<file path="config.mk">
export PLATFORM = sky130hd
export DESIGN_NAME = mem_arbiter_flat
export DESIGN_NICKNAME = d
export VERILOG_FILES = /design/src/rtl/mem_arbiter_if.sv /design/src/rtl/mem_arbiter.sv /design/src/flat_wrapper.sv
export SDC_FILE = /design/constraint.sdc
export NUM_CORES = 1
export LEC_CHECK = 0
export ABC_AREA = 1
export BUFFER_PORTS_ARGS = -buffer_cell sky130_fd_sc_hd__buf_4
export CAP_MARGIN = 10
export CORE_AREA = 2 2 107 109
export DETAILED_ROUTE_END_ITERATION = 8
export DIE_AREA = 0 0 109 111
export HOLD_SLACK_MARGIN = 0.1
export PLACE_DENSITY = 0.68
export RECOVER_POWER = 100
export REMOVE_ABC_BUFFERS = 1
export SLEW_MARGIN = 25
export SYNTH_ARGS = -nofsm -noshare
export SYNTH_HDL_FRONTEND = slang
export SYNTH_SLANG_ARGS = --single-unit
</file>
<file path="constraint.sdc">
create_clock -name clk -period 3.73 [get_ports clk]
set_clock_uncertainty 0.05 [all_clocks]
set_input_delay 0.373 -clock clk [delete_from_list [all_inputs] [get_ports clk]]
set_output_delay 0.373 -clock clk [all_outputs]
set_load 0.01 [all_outputs]
</file>
<file path="src/rtl/mem_arbiter_if.sv">
// Bus bundle between the rv32 core's IF/LS ports, the arbiter and the
// unified single-port memory macro.
interface mem_arbiter_if #(
    parameter int ADDR_W = 32,
    parameter int DATA_W = 32
);
    localparam int BE_W = DATA_W / 8;

    // instruction-fetch port
    logic              if_req;
    logic [ADDR_W-1:0] if_addr;
    logic              if_gnt;
    logic              if_rvalid;
    logic [DATA_W-1:0] if_rdata;

    // load/store port
    logic              ls_req;
    logic              ls_we;
    logic [ADDR_W-1:0] ls_addr;
    logic [DATA_W-1:0] ls_wdata;
    logic [BE_W-1:0]   ls_be;
    logic              ls_gnt;
    logic              ls_rvalid;
    logic [DATA_W-1:0] ls_rdata;

    // memory macro port
    logic              mem_en;
    logic              mem_we;
    logic [BE_W-1:0]   mem_be;
    logic [ADDR_W-1:0] mem_addr;
    logic [DATA_W-1:0] mem_wdata;
    logic [DATA_W-1:0] mem_rdata;

    // arbiter side
    modport slave (
        input  if_req, if_addr,
        output if_gnt, if_rvalid, if_rdata,
        input  ls_req, ls_we, ls_addr, ls_wdata, ls_be,
        output ls_gnt, ls_rvalid, ls_rdata,
        output mem_en, mem_we, mem_be, mem_addr, mem_wdata,
        input  mem_rdata
    );

    // core + memory side
    modport master (
        output if_req, if_addr,
        input  if_gnt, if_rvalid, if_rdata,
        output ls_req, ls_we, ls_addr, ls_wdata, ls_be,
        input  ls_gnt, ls_rvalid, ls_rdata,
        input  mem_en, mem_we, mem_be, mem_addr, mem_wdata,
        output mem_rdata
    );
endinterface

</file>
<file path="src/rtl/mem_arbiter.sv">
// Arbiter sharing one single-port memory between the core's fetch and
// load/store ports. One transaction in flight at a time; LS has priority
// except that IF wins a tie after two consecutive contested LS grants.
//
// state | meaning
// IDLE  | no transaction in flight; a request is granted combinationally
// WAIT  | waiting MEM_LAT cycles for the memory, then register the response
module mem_arbiter #(
    parameter int ADDR_W  = 32,
    parameter int DATA_W  = 32,
    parameter int MEM_LAT = 1
) (
    input  logic          clk,
    input  logic          rst,
    mem_arbiter_if.slave  bus,
    output logic          busy
);
    localparam int BE_W = DATA_W / 8;
    localparam logic [1:0] LAT_LAST = 2'(MEM_LAT - 1);

    typedef enum logic {IDLE, WAIT} state_t;

    state_t            state;
    state_t            state_nxt;
    logic [1:0]        lat_cnt;
    logic              owner_ls;
    logic              owner_we;
    logic [1:0]        ls_streak;
    logic              grant_if;
    logic              grant_ls;
    logic              lat_done;
    logic              if_rvalid_q;
    logic              ls_rvalid_q;
    logic [DATA_W-1:0] if_rdata_q;
    logic [DATA_W-1:0] ls_rdata_q;
    logic              mem_en_c;
    logic              mem_we_c;
    logic [BE_W-1:0]   mem_be_c;
    logic [ADDR_W-1:0] mem_addr_c;
    logic [DATA_W-1:0] mem_wdata_c;

    assign lat_done = (state == WAIT) && (lat_cnt == LAT_LAST);

    // state register
    always_ff @(posedge clk or posedge rst) begin
        if (rst) state <= IDLE;
        else     state <= state_nxt;
    end

    // next-state logic
    always_comb begin
        state_nxt = state;
        case (state)
            IDLE:    if (grant_if || grant_ls) state_nxt = WAIT;
            WAIT:    if (lat_done) state_nxt = IDLE;
            default: state_nxt = IDLE;
        endcase
    end

    // output logic: arbitration and memory strobes, only in IDLE and never
    // while reset is held so gnt/mem_en drop immediately on an async reset
    always_comb begin
        grant_if    = 1'b0;
        grant_ls    = 1'b0;
        mem_en_c    = 1'b0;
        mem_we_c    = 1'b0;
        mem_be_c    = '0;
        mem_addr_c  = '0;
        mem_wdata_c = '0;
        if (state == IDLE && !rst) begin
            if (bus.ls_req && (!bus.if_req || ls_streak != 2'd2)) grant_ls = 1'b1;
            else if (bus.if_req)                                   grant_if = 1'b1;
        end
        if (grant_ls) begin
            mem_en_c    = 1'b1;
            mem_we_c    = bus.ls_we;
            mem_be_c    = bus.ls_we ? bus.ls_be : '1;
            mem_addr_c  = bus.ls_addr;
            mem_wdata_c = bus.ls_wdata;
        end else if (grant_if) begin
            mem_en_c    = 1'b1;
            mem_be_c    = '1;
            mem_addr_c  = bus.if_addr;
        end
    end

    // latency counter and owner capture at grant time
    always_ff @(posedge clk or posedge rst) begin
        if (rst) begin
            lat_cnt  <= '0;
            owner_ls <= 1'b0;
            owner_we <= 1'b0;
        end else if (grant_if || grant_ls) begin
            lat_cnt  <= '0;
            owner_ls <= grant_ls;
            owner_we <= grant_ls & bus.ls_we;
        end else if (state == WAIT && !lat_done) begin
            lat_cnt  <= lat_cnt + 2'd1;
        end
    end

    // IF anti-starvation: count LS grants that beat a waiting fetch
    always_ff @(posedge clk or posedge rst) begin
        if (rst)                                              ls_streak <= '0;
        else if (grant_if)                                    ls_streak <= '0;
        else if (grant_ls && bus.if_req && ls_streak != 2'd2) ls_streak <= ls_streak + 2'd1;
    end

    // response registers: one-cycle rvalid, rdata held until next response
    always_ff @(posedge clk or posedge rst) begin
        if (rst) begin
            if_rvalid_q <= 1'b0;
            ls_rvalid_q <= 1'b0;
            if_rdata_q  <= '0;
            ls_rdata_q  <= '0;
        end else begin
            if_rvalid_q <= 1'b0;
            ls_rvalid_q <= 1'b0;
            if (lat_done) begin
                if (owner_ls) begin
                    ls_rvalid_q <= 1'b1;
                    ls_rdata_q  <= owner_we ? '0 : bus.mem_rdata;
                end else begin
                    if_rvalid_q <= 1'b1;
                    if_rdata_q  <= bus.mem_rdata;
                end
            end
        end
    end

    assign bus.if_gnt    = grant_if;
    assign bus.ls_gnt    = grant_ls;
    assign bus.if_rvalid = if_rvalid_q;
    assign bus.ls_rvalid = ls_rvalid_q;
    assign bus.if_rdata  = if_rdata_q;
    assign bus.ls_rdata  = ls_rdata_q;
    assign bus.mem_en    = mem_en_c;
    assign bus.mem_we    = mem_we_c;
    assign bus.mem_be    = mem_be_c;
    assign bus.mem_addr  = mem_addr_c;
    assign bus.mem_wdata = mem_wdata_c;
    assign busy          = (state == WAIT);
endmodule
</file>
<file path="src/flat_wrapper.sv">
// flat-port wrapper written by rule: the top's interface ports become plain ports
module mem_arbiter_flat 
#(
    parameter int ADDR_W  = 32,
    parameter int DATA_W  = 32,
    parameter int MEM_LAT = 1
)
  (clk, rst, busy, bus_if_req, bus_if_addr, bus_if_gnt, bus_if_rvalid, bus_if_rdata, bus_ls_req, bus_ls_we, bus_ls_addr, bus_ls_wdata, bus_ls_be, bus_ls_gnt, bus_ls_rvalid, bus_ls_rdata, bus_mem_en, bus_mem_we, bus_mem_be, bus_mem_addr, bus_mem_wdata, bus_mem_rdata);
  mem_arbiter_if #(.ADDR_W(ADDR_W), .DATA_W(DATA_W)) bus_i ();
  input  logic clk;
  input  logic rst;
  output logic busy;
  input wire logic [$bits(bus_i.if_req)-1:0] bus_if_req;
  input wire logic [$bits(bus_i.if_addr)-1:0] bus_if_addr;
  output wire logic [$bits(bus_i.if_gnt)-1:0] bus_if_gnt;
  output wire logic [$bits(bus_i.if_rvalid)-1:0] bus_if_rvalid;
  output wire logic [$bits(bus_i.if_rdata)-1:0] bus_if_rdata;
  input wire logic [$bits(bus_i.ls_req)-1:0] bus_ls_req;
  input wire logic [$bits(bus_i.ls_we)-1:0] bus_ls_we;
  input wire logic [$bits(bus_i.ls_addr)-1:0] bus_ls_addr;
  input wire logic [$bits(bus_i.ls_wdata)-1:0] bus_ls_wdata;
  input wire logic [$bits(bus_i.ls_be)-1:0] bus_ls_be;
  output wire logic [$bits(bus_i.ls_gnt)-1:0] bus_ls_gnt;
  output wire logic [$bits(bus_i.ls_rvalid)-1:0] bus_ls_rvalid;
  output wire logic [$bits(bus_i.ls_rdata)-1:0] bus_ls_rdata;
  output wire logic [$bits(bus_i.mem_en)-1:0] bus_mem_en;
  output wire logic [$bits(bus_i.mem_we)-1:0] bus_mem_we;
  output wire logic [$bits(bus_i.mem_be)-1:0] bus_mem_be;
  output wire logic [$bits(bus_i.mem_addr)-1:0] bus_mem_addr;
  output wire logic [$bits(bus_i.mem_wdata)-1:0] bus_mem_wdata;
  input wire logic [$bits(bus_i.mem_rdata)-1:0] bus_mem_rdata;
  assign bus_i.if_req = bus_if_req;
  assign bus_i.if_addr = bus_if_addr;
  assign bus_if_gnt = bus_i.if_gnt;
  assign bus_if_rvalid = bus_i.if_rvalid;
  assign bus_if_rdata = bus_i.if_rdata;
  assign bus_i.ls_req = bus_ls_req;
  assign bus_i.ls_we = bus_ls_we;
  assign bus_i.ls_addr = bus_ls_addr;
  assign bus_i.ls_wdata = bus_ls_wdata;
  assign bus_i.ls_be = bus_ls_be;
  assign bus_ls_gnt = bus_i.ls_gnt;
  assign bus_ls_rvalid = bus_i.ls_rvalid;
  assign bus_ls_rdata = bus_i.ls_rdata;
  assign bus_mem_en = bus_i.mem_en;
  assign bus_mem_we = bus_i.mem_we;
  assign bus_mem_be = bus_i.mem_be;
  assign bus_mem_addr = bus_i.mem_addr;
  assign bus_mem_wdata = bus_i.mem_wdata;
  assign bus_i.mem_rdata = bus_mem_rdata;
  mem_arbiter #(.ADDR_W(ADDR_W), .DATA_W(DATA_W), .MEM_LAT(MEM_LAT)) u_core (.clk(clk), .rst(rst), .bus(bus_i), .busy(busy));
endmodule
</file>
# ---- Yosys cells after proc, flatten, opt, wreduce, memory -nomap -nowiden
# Index checks and enable logic that the tools add are counted.
dict set report classes {
  n_addsub 2
  n_eq_ne 1
  n_mux 26
  bitwise_logic 3
  reduce_logical 16
}
# cell count
set ops {}
lappend ops {{two-way mux 32 bit} 4}
lappend ops {{two-way mux 1 bit} 14}
lappend ops {{two-way mux 4 bit} 3}
lappend ops {{two-way mux 2 bit} 4}
lappend ops {{logical AND 1 bit} 6}
lappend ops {{adder 2 x 1 -> 2 bit, second input constant} 2}
lappend ops {{AND reduction 2 bit} 2}
lappend ops {{nonzero test 2 bit} 2}
lappend ops {{zero test 1 bit} 3}
lappend ops {{zero test 2 bit} 1}
lappend ops {{logical OR 1 bit} 2}
lappend ops {{!= test 2 bit, second input constant} 1}
lappend ops {{NOT 1 bit} 2}
lappend ops {{case mux 1 bit (2 select lines)} 1}
lappend ops {{AND 1 bit} 1}
dict set report totals {
  regBits 73
  in_bits 137
  out_inout_bits 139
  word_cells 57
}

# ---- Longest topological paths before layout
# Gate-level depths: netlist of the first run.
dict set report logic_depth {
  depth_word 9
  ltp_mapped 9
  ltp_nobuf 8
}

# ---- Worst setup path after synthesis of the first run
# No wires, ideal clock.
dict set report synth_timing {
  path_type {input to output}
  start {input rst}
  end {output bus_mem_addr[22]}
  t_arrival_ps 2805
  t_required_ps 3307
  setup_slack_ps 502
  stages 6
  path_buffers 1
  path_cell_list {inv_1 -> nand2_1 -> nor2_2 -> buf_2 -> nand2_1 -> nand2_1}
}
dict set report synth_via {
  word_cells_on_any_way 6
  classes_between {mux: 4; reduce/logical: 2}
}
# item line_no
set synth_rtl {}
lappend synth_rtl {{start, declared} flat_wrapper.sv:11} ;# input logic rst;
lappend synth_rtl {{zero test 1 bit (no line)} n/a}
lappend synth_rtl {{logical AND 1 bit} mem_arbiter.sv:70} ;# if (state == IDLE && !rst) begin
lappend synth_rtl {{two-way mux 1 bit} mem_arbiter.sv:70}
lappend synth_rtl {{via bus_ls_gnt} flat_wrapper.sv:23} ;# output wire logic [$bits(bus_i.ls_gnt)-1:0] bus_ls_gnt;
lappend synth_rtl {{two-way mux 32 bit} mem_arbiter.sv:74} ;# if (grant_ls) begin
lappend synth_rtl {{end, declared} flat_wrapper.sv:29} ;# output wire logic [$bits(bus_i.mem_addr)-1:0] bus_mem_addr;
# The timed path passes the listed nets, and every way through them passes these cells.

# ---- Worst setup path in the final report of the first run
dict set report layout_timing {
  start {register u_core.ls_streak[0]}
  end {output bus_mem_addr[10]}
}
dict set report layout_via {
  elab_chain_len 7
  word_cells_on_any_way 9
  classes_between {eq/ne: 1; mux: 6; reduce/logical: 2}
}
# item line_no
set layout_rtl {}
lappend layout_rtl {{start, declared} mem_arbiter.sv:28} ;# logic [1:0] ls_streak;
lappend layout_rtl {{start signal, assigned} mem_arbiter.sv:106} ;# else if (grant_ls && bus.if_req && ls_streak != 2'd2) ls_streak <= ls_streak + 2'd1;
lappend layout_rtl {{!= test 2 bit (*)} mem_arbiter.sv:71} ;# if (bus.ls_req && (!bus.if_req || ls_streak != 2'd2)) grant_ls = 1'b1;
lappend layout_rtl {{logical OR 1 bit (*)} mem_arbiter.sv:71}
lappend layout_rtl {{logical AND 1 bit (*)} mem_arbiter.sv:71}
lappend layout_rtl {{two-way mux 1 bit} mem_arbiter.sv:71}
lappend layout_rtl {{two-way mux 1 bit} mem_arbiter.sv:70}
lappend layout_rtl {{two-way mux 32 bit} mem_arbiter.sv:80} ;# end else if (grant_if) begin
lappend layout_rtl {{two-way mux 32 bit (*)} mem_arbiter.sv:74}
# Every way passes the cells marked *; elsewhere a longest branch is shown, timed or not.

==> results of run 1 <==
[routing by layer]
metal	up-vias	track usage, %
li1	1970	-
met1	1819	24.0
met2	182	36.0
met3	13	5.82
met4	0	6.24
met5	-	0
[logic make-up after synthesis]
family	synth area share (%)
AO/OA/AOI/OAI	12.0
XOR/XNOR	0.244
adder cells (fa/ha/maj)	0.697
buffers and inverters	12.3
flip-flops	50.9
AND/OR/NAND/NOR	23.8
[layout make-up]
class / count / share of cell area [%]
Tap cell: 143 / 3.25
Multi-Input combinational cell: 295 / 23.9
Sequential cell: 73 / 33.2
Clock buffer: 13 / 4.73
Timing Repair Buffer: 281 / 28.9
Clock inverter: 2 / 0.682
Inverter: 79 / 5.39
[cells in the mapped netlist]
cell type	number
inv_2	1
buf_1	2
inv_1	78
ha_1	2
buf_6	3
nor2_2	1
clkbuf_1	8
xor2_1	1
buf_2	15
o31ai_1	32
nand3b_1	1
nand2_1	171
nand3_2	1
nor2_1	41
nand2_2	1
dfrtp_1	73
nand3_1	6
o21ai_0	38
[state kept, by name, summed over array words and instances, names as in the netlist]
| name | cells |
|---|---|
| u_core.bus.ls_rvalid | 1 |
| u_core.owner_ls | 1 |
| u_core.busy | 1 |
| u_core.owner_we | 1 |
| u_core.bus.if_rdata | 32 |
| u_core.ls_streak | 2 |
| u_core.lat_cnt | 2 |
| u_core.bus.ls_rdata | 32 |
| u_core.bus.if_rvalid | 1 |
[power by group through the flow]
stage / sequential, uW / combinational [uW] / clock (uW)
2_1_floorplan: 1500 / 562 / 0
3_3_place_gp: 1360 / 1630 / 0
3_5_place_dp: 1380 / 1670 / 0
4_1_cts: 1370 / 1680 / 875
5_1_grt: 1400 / 1490 / 920
6_report: 1360 / 1330 / 853
[worst max path at each step]
stage,startpoint,endpoint
final,u_core.ls_streak[0],bus_mem_addr[10]
after floorplan,rst,bus_mem_addr[0]
after detailed placement,u_core.ls_streak[0],bus_mem_addr[10]
after CTS,u_core.ls_streak[0],bus_mem_addr[10]
after global routing,u_core.ls_streak[0],bus_mem_addr[10]
after global placement,rst,bus_mem_wdata[24]
[tightest hold or removal path: stages]
cell and delay [ns]:
buf_4 0.11, inv_1 0.05, o31ai_1 0.07
[placed cells by master (no fill, tap or decap)]
cell        count
dfrtp_1        73
clkbuf_8        2
nand2_1       172
clkbuf_4        1
clkbuf_1      139
inv_1          79
xor2_1          1
nor2_1         41
o31ai_1        32
clkbuf_16       9
clkbuf_2        2
nand3b_1        1
buf_4         141
nor2_2          1
nand3_1         7
o21ai_0        38
bufinv_16       1
ha_1            2
clkinvlp_4      1
[metrics by stage]
stage,cells,hold slack (ns),total power (uW),setup WS [ns]
2_1_floorplan,447,0.403,2070,0.126
3_3_place_gp,871,0.418,2990,1.42
3_5_place_dp,871,0.422,3040,1.31
4_1_cts,886,0.256,3920,0.946
5_1_grt,886,0.269,3820,0.427
6_report,886,0.267,3540,0.682
==> impl_metrics.env, run 1 <==
export IMPL_status="complete, but fails checks"
export IMPL_violations="max-capacitance violations, max-slew violations"
export IMPL_fin_nets=878
export IMPL_cp_data_required_time_ns=3.31
export IMPL_ctsHoldBuffers=0
export IMPL_setup_tns_ns=0
export IMPL_wl_met3_mm=1.15
export IMPL_post_cts_repair_setup_buffers=0
export IMPL_cp_end_kind="primary output"
export IMPL_met2WireLength_mm=6.39
export IMPL_drive_gt1_share_pct=21.3
export IMPL_die_width_um=109
export IMPL_dr_pass1_iters=4
export IMPL_place_congestion=0.936
export IMPL_multi_input_area_um2=1310
export IMPL_dieArea_um2=12100
export IMPL_synth_top_cell_area_share_pct=50.9
export IMPL_grt_overflow=0
export IMPL_crit_buf_inv=3
export IMPL_place_area_um2=5740
export IMPL_synth_area_um2=3590
export IMPL_routed_via_density=4.50
export IMPL_grt_pass1_wl_mm=19.4
export IMPL_cts_tree="built"
export IMPL_hold_path_class="in -> reg"
export IMPL_reg2reg_slack_ns=0.82
export IMPL_initial_core_util_pct=32.4
export IMPL_row_count=39
export IMPL_drtIter0Drc=254
export IMPL_ant_nets=0
export IMPL_netSwitchingFraction_pct=38.3
export IMPL_ir_drop_mv=0.343
export IMPL_worstSetupStartpointType="register"
export IMPL_drt_met1_wl_mm=4.78
export IMPL_synthCells=475
export IMPL_clkTransAtPathRegs_ns=0.05
export IMPL_crit_fanout=21
export IMPL_crit_type="reg -> out"
export IMPL_clock_sinks=73
export IMPL_ff2ff_path_depth=5
export IMPL_path_cells="inv_1 > ha_1 > nand2_1 > nand2_1 > nor2_2 > clkbuf_1 > nand2_1 > nand2_1 > clkbuf_1"
export IMPL_cp_slowest_cell="nor2_2"
export IMPL_clkLatencyLatePin_ns=0.32
export IMPL_num_io_pins=276
export IMPL_highest_layer="met4"
export IMPL_fin_crit_sh_pct=81.7
export IMPL_cp_slowest_stage_delay_ns=0.64
export IMPL_clockRootBuffer="clkbuf_16"
export IMPL_die_h_um=111
export IMPL_hp_start="bus_mem_rdata[25]"
export IMPL_crit_top_cell="nand2_1"
export IMPL_worst_pin_slew_ns=1.82
export IMPL_drv_cap=2
export IMPL_clkPwrFrac_pct=24.1
export IMPL_diodes=0
export IMPL_ys_ff_latch=73
export IMPL_utilization_pct=49.7
export IMPL_track_usage_pct=20.6
export IMPL_htreeDepth=3
export IMPL_fmax_mhz=328
export IMPL_crit_arrival_ns=2.62
export IMPL_power_switching_uw=1360
export IMPL_grt_pass1_vias=3918
export IMPL_clockBufferDepth=2
export IMPL_comb_power_share_pct=37.5
export IMPL_ys_seq_area_share_pct=50.9
export IMPL_seqCellArea_um2=1830
export IMPL_antenna_found_initial=0
export IMPL_fillCellCount=1172
export IMPL_setup_viol=0
export IMPL_hold_end="u_core.bus.ls_rdata[25]"
export IMPL_yosysTopAreaCell="dfrtp_1"
export IMPL_period_minus_slack_ns=3.05
export IMPL_worstHoldPathCells=3
export IMPL_pwr_density_cell_nw_per_um2=643
export IMPL_cts_resized=0
export IMPL_numCtsBuffers=9
export IMPL_maxSlewViolCount=124
export IMPL_core_um2=11100
export IMPL_syn_avg_cell_area_um2=7.56
export IMPL_port_buffers=275
export IMPL_detail_route_wl_per_cell_um=14.1
export IMPL_rsz0062_at_grt="no"
export IMPL_synth_distinct_cells=18
export IMPL_hpwl_mm=9.79
export IMPL_synth_area_leaders="dfrtp_1, nand2_1, inv_1, o31ai_1, o21ai_0"
export IMPL_grt_start_max_net_pins=74
export IMPL_seq_power_share_pct=38.4
export IMPL_wirelength_mm=12.5
export IMPL_drc=0
export IMPL_vias=3984
export IMPL_r2r_start="u_core.lat_cnt[0]"
export IMPL_regToRegEndpoint="u_core.bus.if_rdata[15]"
export IMPL_yosysWarningCount=0
export IMPL_p_leak_uw=0.00302
export IMPL_finalHoldViolCount=0
export IMPL_slew_headroom_pct=-21.5
export IMPL_design_area_um2=5500
export IMPL_syn2layout_area_growth_pct=53.3
export IMPL_p_int_uw=2180
export IMPL_path_delay_family="simple AND/OR/NAND/NOR gates"
export IMPL_worst_path_stages=9
No activity file was read; power rests on OpenSTA's default activity.
==> run 2, diff against run 1 <==
--- a/config.mk
+++ b/config.mk
@@ -8,11 +8,11 @@
 export ABC_AREA = 1
 export BUFFER_PORTS_ARGS = -buffer_cell sky130_fd_sc_hd__buf_4
 export CAP_MARGIN = 10
-export CORE_AREA = 2 2 107 109
+export CORE_AREA = 2 2 106 108
 export DETAILED_ROUTE_END_ITERATION = 8
-export DIE_AREA = 0 0 109 111
+export DIE_AREA = 0 0 108 110
 export HOLD_SLACK_MARGIN = 0.1
-export PLACE_DENSITY = 0.68
+export PLACE_DENSITY = 0.72
 export RECOVER_POWER = 100
 export REMOVE_ABC_BUFFERS = 1
 export SLEW_MARGIN = 25
==> constraint.sdc (replaced) <==
create_clock -name clk -period 2.7 [get_ports clk]
set_clock_uncertainty 0.05 [all_clocks]
set_input_delay 0.27 -clock clk [delete_from_list [all_inputs] [get_ports clk]]
set_output_delay 0.27 -clock clk [all_outputs]
set_load 0.01 [all_outputs]
==> impl_metrics.env, run 2 (synthesis gave the netlist of run 1 again) <==
export IMPL_crit_type="reg -> out"
export IMPL_row_count=38
export IMPL_drc=0
export IMPL_seqCellArea_um2=1830
export IMPL_cp_end_kind="primary output"
export IMPL_violations="max-capacitance violations, max-slew violations"
export IMPL_fin_nets=878
export IMPL_cp_slowest_cell="inv_2"
export IMPL_worstSetupStartpointType="register"
export IMPL_hp_start="bus_if_req"
export IMPL_clockRootBuffer="clkbuf_8"
export IMPL_die_width_um=108
export IMPL_final_setup_worst_slack_ns=0.266
export IMPL_drtIter0Drc=272
export IMPL_design_area_um2=5430
export IMPL_numCtsBuffers=9
export IMPL_mostFrequentLayoutCell="nand2_1"
export IMPL_clkTransAtPathRegs_ns=0.08
export IMPL_hpwl_mm=10.4
export IMPL_cts_tree="built"
export IMPL_num_io_pins=276
export IMPL_period_minus_slack_ns=2.43
export IMPL_multi_input_area_um2=1320
export IMPL_dr_pass1_iters=4
export IMPL_cp_slowest_stage_delay_ns=0.43
export IMPL_vias=3909
export IMPL_wirelength_mm=13.2
export IMPL_instances_no_fill=884
export IMPL_r2r_start="u_core.lat_cnt[0]"
export IMPL_cp_data_required_time_ns=2.38
export IMPL_grt_overflow=0
export IMPL_crit_top_cell="nand2_1"
export IMPL_post_cts_repair_setup_buffers=0
export IMPL_initial_core_util_pct=33.6
export IMPL_utilization_pct=50.8
export IMPL_routed_via_density=4.42
export IMPL_setup_viol=0
export IMPL_ant_nets=0
export IMPL_port_buffers=275
export IMPL_core_um2=10700
export IMPL_rsz0062_at_grt="no"
export IMPL_crit_fanout=33
export IMPL_clock_sinks=73
export IMPL_track_usage_pct=21.6
export IMPL_slew_headroom_pct=-17.8
export IMPL_syn2layout_area_growth_pct=51.3
export IMPL_status="complete, but fails checks"
export IMPL_post_place_ws_ns=0.668
export IMPL_finalHoldViolCount=0
export IMPL_dp_cells=868
export IMPL_grt_start_max_net_pins=74
export IMPL_crit_arrival_ns=2.11
export IMPL_antenna_found_initial=0
export IMPL_drv_cap=1
export IMPL_ctsHoldBuffers=0
export IMPL_fin_crit_sh_pct=90.1
export IMPL_detail_route_wl_per_cell_um=14.9
export IMPL_dieArea_um2=11900
export IMPL_pwr_density_cell_nw_per_um2=845
export IMPL_fmax_mhz=411
export IMPL_worst_pin_slew_ns=1.77
export IMPL_fillCellCount=1150
export IMPL_place_congestion=0.874
export IMPL_ir_drop_mv=0.337
export IMPL_path_cells="inv_1 > ha_1 > nand2_1 > nand2_2 > nand3_2 > inv_2 > nand2_1 > nand2_1 > clkbuf_1"
export IMPL_die_h_um=110
export IMPL_clockBufferDepth=2
export IMPL_clkLatencyLatePin_ns=0.34
export IMPL_setup_worst_path_start="u_core.ls_streak[0]"
export IMPL_final_cell_mix="nand2_1, buf_4, clkbuf_1"
export IMPL_grt_pass1_wl_mm=19.6
export IMPL_htreeDepth=3
export IMPL_cts_resized=0
export IMPL_place_area_um2=5760
export IMPL_maxSlewViolCount=74
export IMPL_hold_path_class="in -> reg"
export IMPL_grt_pass1_vias=3870
export IMPL_p_leak_uw=0.00299
export IMPL_diodes=0
export IMPL_drive_gt1_share_pct=22.3
-- run 2: changes by cell type in the layout (fill, tap and decap cells not counted), sizes merged --
cell,change
clkbuf,-6
buf,+3
clkinvlp,+1
clkinv,+3
-- run 2: layout make-up --
cell class                      instances  area share [%]
Clock buffer                           10            2.53
Tap cell                              140            3.23
Sequential cell                        73            33.6
Clock inverter                          6            1.24
Inverter                               79            5.46
Timing Repair Buffer                  281            29.6
Multi-Input combinational cell        295            24.3
-- run 2: routing by layer --
layer | global-route usage [%] | vias up | wire (um)
li1 | - | 1970 | -
met5 | 0 | - | 0
met4 | 7.88 | 0 | 305
met2 | 39.6 | 169 | 6700
met1 | 24.0 | 1749 | 4970
met3 | 6.23 | 21 | 1220
-- run 2: path summary, 6_finish.rpt --
kind / cells after the start / to / slack (ns)
max in group asynchronous: 3 / u_core.bus.ls_rdata[14] / 1.02
min: 3 / u_core.ls_streak[1] / 0.14
max reg2reg: 6 / u_core.bus.ls_rdata[22] / 0.37
min in group asynchronous: 3 / u_core.ls_streak[1] / 0.54
max: 9 / bus_mem_addr[10] / 0.27
min reg2reg: 2 / u_core.bus.ls_rdata[18] / 0.44
-- run 2: critical path, delay by kind of cell (launching register included) --
kind	cells	cell delay, ns
and+or+nand+nor	5	0.57
DFF	1	0.38
adders and majority gates	1	0.14
buffers and inverters	3	0.69
-- run 2: per-stage QoR --
stage | power, uW | setup TNS [ns] | hold slack, ns
3_5_place_dp | 4240 | 0 | 0.423
3_3_place_gp | 4170 | 0 | 0.416
6_report | 4590 | 0 | 0.141
4_1_cts | 5120 | 0 | 0.120
2_1_floorplan | 2850 | -23.27 | 0.363
5_1_grt | 4960 | 0 | 0.143
-- run 2: where the power goes --
group / switching (uW) / internal (uW)
logic: 1180 / 685
registers: 283 / 1580
clock network: 416 / 453
total: 1880 / 2710
==> run 3, diff against run 2 <==
--- a/config.mk
+++ b/config.mk
@@ -8,12 +8,12 @@
 export ABC_AREA = 1
 export BUFFER_PORTS_ARGS = -buffer_cell sky130_fd_sc_hd__buf_4
 export CAP_MARGIN = 10
-export CORE_AREA = 2 2 106 108
+export CORE_AREA = 2 2 107 109
 export DETAILED_ROUTE_END_ITERATION = 8
-export DIE_AREA = 0 0 108 110
+export DIE_AREA = 0 0 109 111
 export HOLD_SLACK_MARGIN = 0.1
-export PLACE_DENSITY = 0.72
-export RECOVER_POWER = 100
+export PLACE_DENSITY = 0.68
+export RECOVER_POWER = 50
 export REMOVE_ABC_BUFFERS = 1
 export SLEW_MARGIN = 25
 export SYNTH_ARGS = -nofsm -noshare
==> constraint.sdc (replaced) <==
create_clock -name clk -period 2.6 [get_ports clk]
set_clock_uncertainty 0.05 [all_clocks]
set_input_delay 0.26 -clock clk [delete_from_list [all_inputs] [get_ports clk]]
set_output_delay 0.26 -clock clk [all_outputs]
set_load 0.01 [all_outputs]
==> impl_metrics.env, run 3 (synthesis gave the netlist of run 1 again) <==
export IMPL_status="complete, but fails checks"
export IMPL_violations="max-capacitance violations, max-slew violations"
export IMPL_dieArea_um2=12100
export IMPL_cts_tree="built"
export IMPL_diodes=0
export IMPL_whs_ns=0.145
export IMPL_ant_nets=0
export IMPL_path_delay_family="buffers and inverters"
export IMPL_grt_overflow=0
export IMPL_grt_pass1_wl_mm=19.7
export IMPL_clock_sinks=73
export IMPL_design_area_um2=5800
export IMPL_setup_viol=0
export IMPL_ctsHoldBuffers=0
export IMPL_p_leak_uw=0.00332
export IMPL_row_count=39
export IMPL_numCtsBuffers=9
export IMPL_fillCellCount=1130
export IMPL_track_usage_pct=20.9
export IMPL_wirelength_mm=12.5
export IMPL_crit_type="reg -> out"
export IMPL_crit_buf_inv=3
export IMPL_grt_pass1_vias=4007
export IMPL_worstSetupStartpointType="register"
export IMPL_slew_headroom_pct=-18.9
export IMPL_clockRootBuffer="clkbuf_16"
export IMPL_finalHoldViolCount=0
export IMPL_drv_cap=1
export IMPL_cp_slowest_stage_delay_ns=0.45
export IMPL_drc=0
export IMPL_final_setup_worst_slack_ns=0.208
export IMPL_place_area_um2=5760
export IMPL_drtIter0Drc=224
export IMPL_clockBufferDepth=2
export IMPL_crit_fanout=33
export IMPL_cp_end_kind="primary output"
export IMPL_place_congestion=0.926
export IMPL_crit_arrival_ns=2.08
export IMPL_initial_core_util_pct=32.4
export IMPL_vias=4006
export IMPL_hold_path_class="in -> reg"
export IMPL_pwr_density_cell_nw_per_um2=889
export IMPL_core_um2=11100
export IMPL_port_buffers=275
export IMPL_path_cells="inv_1 > ha_1 > nand2_1 > nand2_2 > nand3_2 > inv_2 > nand2_1 > nand2_1 > buf_4"
export IMPL_grt_start_max_net_pins=74
export IMPL_drive_gt1_share_pct=31.5
export IMPL_worst_pin_slew_ns=1.78
export IMPL_antenna_found_initial=0
export IMPL_htreeDepth=3
export IMPL_clkLatencyLatePin_ns=0.33
export IMPL_fmax_mhz=418
export IMPL_num_io_pins=276
export IMPL_cp_slowest_cell="inv_2"
export IMPL_crit_top_cell="nand2_1"
export IMPL_post_cts_repair_setup_buffers=0
export IMPL_dr_pass1_iters=6
export IMPL_syn2layout_area_growth_pct=61.5
export IMPL_fin_crit_sh_pct=92.0
export IMPL_clkTransAtPathRegs_ns=0.06
export IMPL_maxSlewViolCount=74
export IMPL_fin_nets=879
export IMPL_final_cell_mix="buf_4, nand2_1, inv_1"
export IMPL_die_h_um=111
export IMPL_period_minus_slack_ns=2.39
export IMPL_routed_via_density=4.51
export IMPL_ir_drop_mv=0.519
export IMPL_die_width_um=109
export IMPL_detail_route_wl_per_cell_um=14.1
export IMPL_hpwl_mm=9.72
export IMPL_rsz0062_at_grt="no"
export IMPL_post_place_ws_ns=0.544
export IMPL_cp_data_required_time_ns=2.29
export IMPL_mostFrequentLayoutCell="buf_4"
export IMPL_cts_resized=0
-- run 3: cell type report --
type | count | area [um^2] | share of cell area (%)
timing repair buffer | 282 | 1880 | 32.4
sequential | 73 | 1830 | 31.5
multi-input combinational | 295 | 1330 | 22.9
inverter | 79 | 297 | 5.12
clock buffer | 11 | 233 | 4.01
tap | 143 | 179 | 3.09
clock inverter | 5 | 56.3 | 0.971
-- run 3: tightest hold or removal path: cells and delay by family --
kind                   cells  cell delay (ns)
AND/OR/NAND/NOR            2             0.12
buffers and inverters      1             0.11
-- run 3: power breakdown --
part           total [uW]  leakage [uW]  internal, uW  switching [uW]
logic                2020       0.00226           805            1220
registers            1940      0.000919          1640             296
clock network        1200      0.000139           741             456
-- run 3: worst paths after layout --
path / from / endpoint / slack (ns) / cells past startpoint
min in group asynchronous: rst / u_core.ls_streak[1] / 0.55 / 3
min: bus_if_req / u_core.ls_streak[1] / 0.15 / 3
max in group asynchronous: rst / u_core.bus.if_rdata[10] / 0.90 / 3
max: u_core.ls_streak[0] / bus_mem_addr[6] / 0.21 / 9
max reg2reg: u_core.lat_cnt[0] / u_core.bus.ls_rdata[11] / 0.81 / 5
min reg2reg: u_core.bus.ls_rdata[8] / u_core.bus.ls_rdata[8] / 0.43 / 2
-- run 3: per-layer routing --
metal / global-route usage [%] / vias to the layer above / share of wire (%) / wire length (um)
met3: 7.05 / 28 / 9.8 / 1230
met1: 23.4 / 1799 / 38 / 4800
met2: 36.1 / 196 / 49 / 6110
li1: - / 1983 / - / -
met4: 8.21 / 0 / 3.1 / 392
met5: 0 / - / 0 / 0
-- run 3: stage by stage --
step                util, %  instances  total power (uW)  setup TNS, ns
floorplan                 -        447              2960         -26.00
global placement       52.0        872              4310              0
detailed placement     52.0        872              4380              0
CTS                    54.6        888              5590              0
global route           52.3        888              5560              0
finish                 52.3        888              5150              0
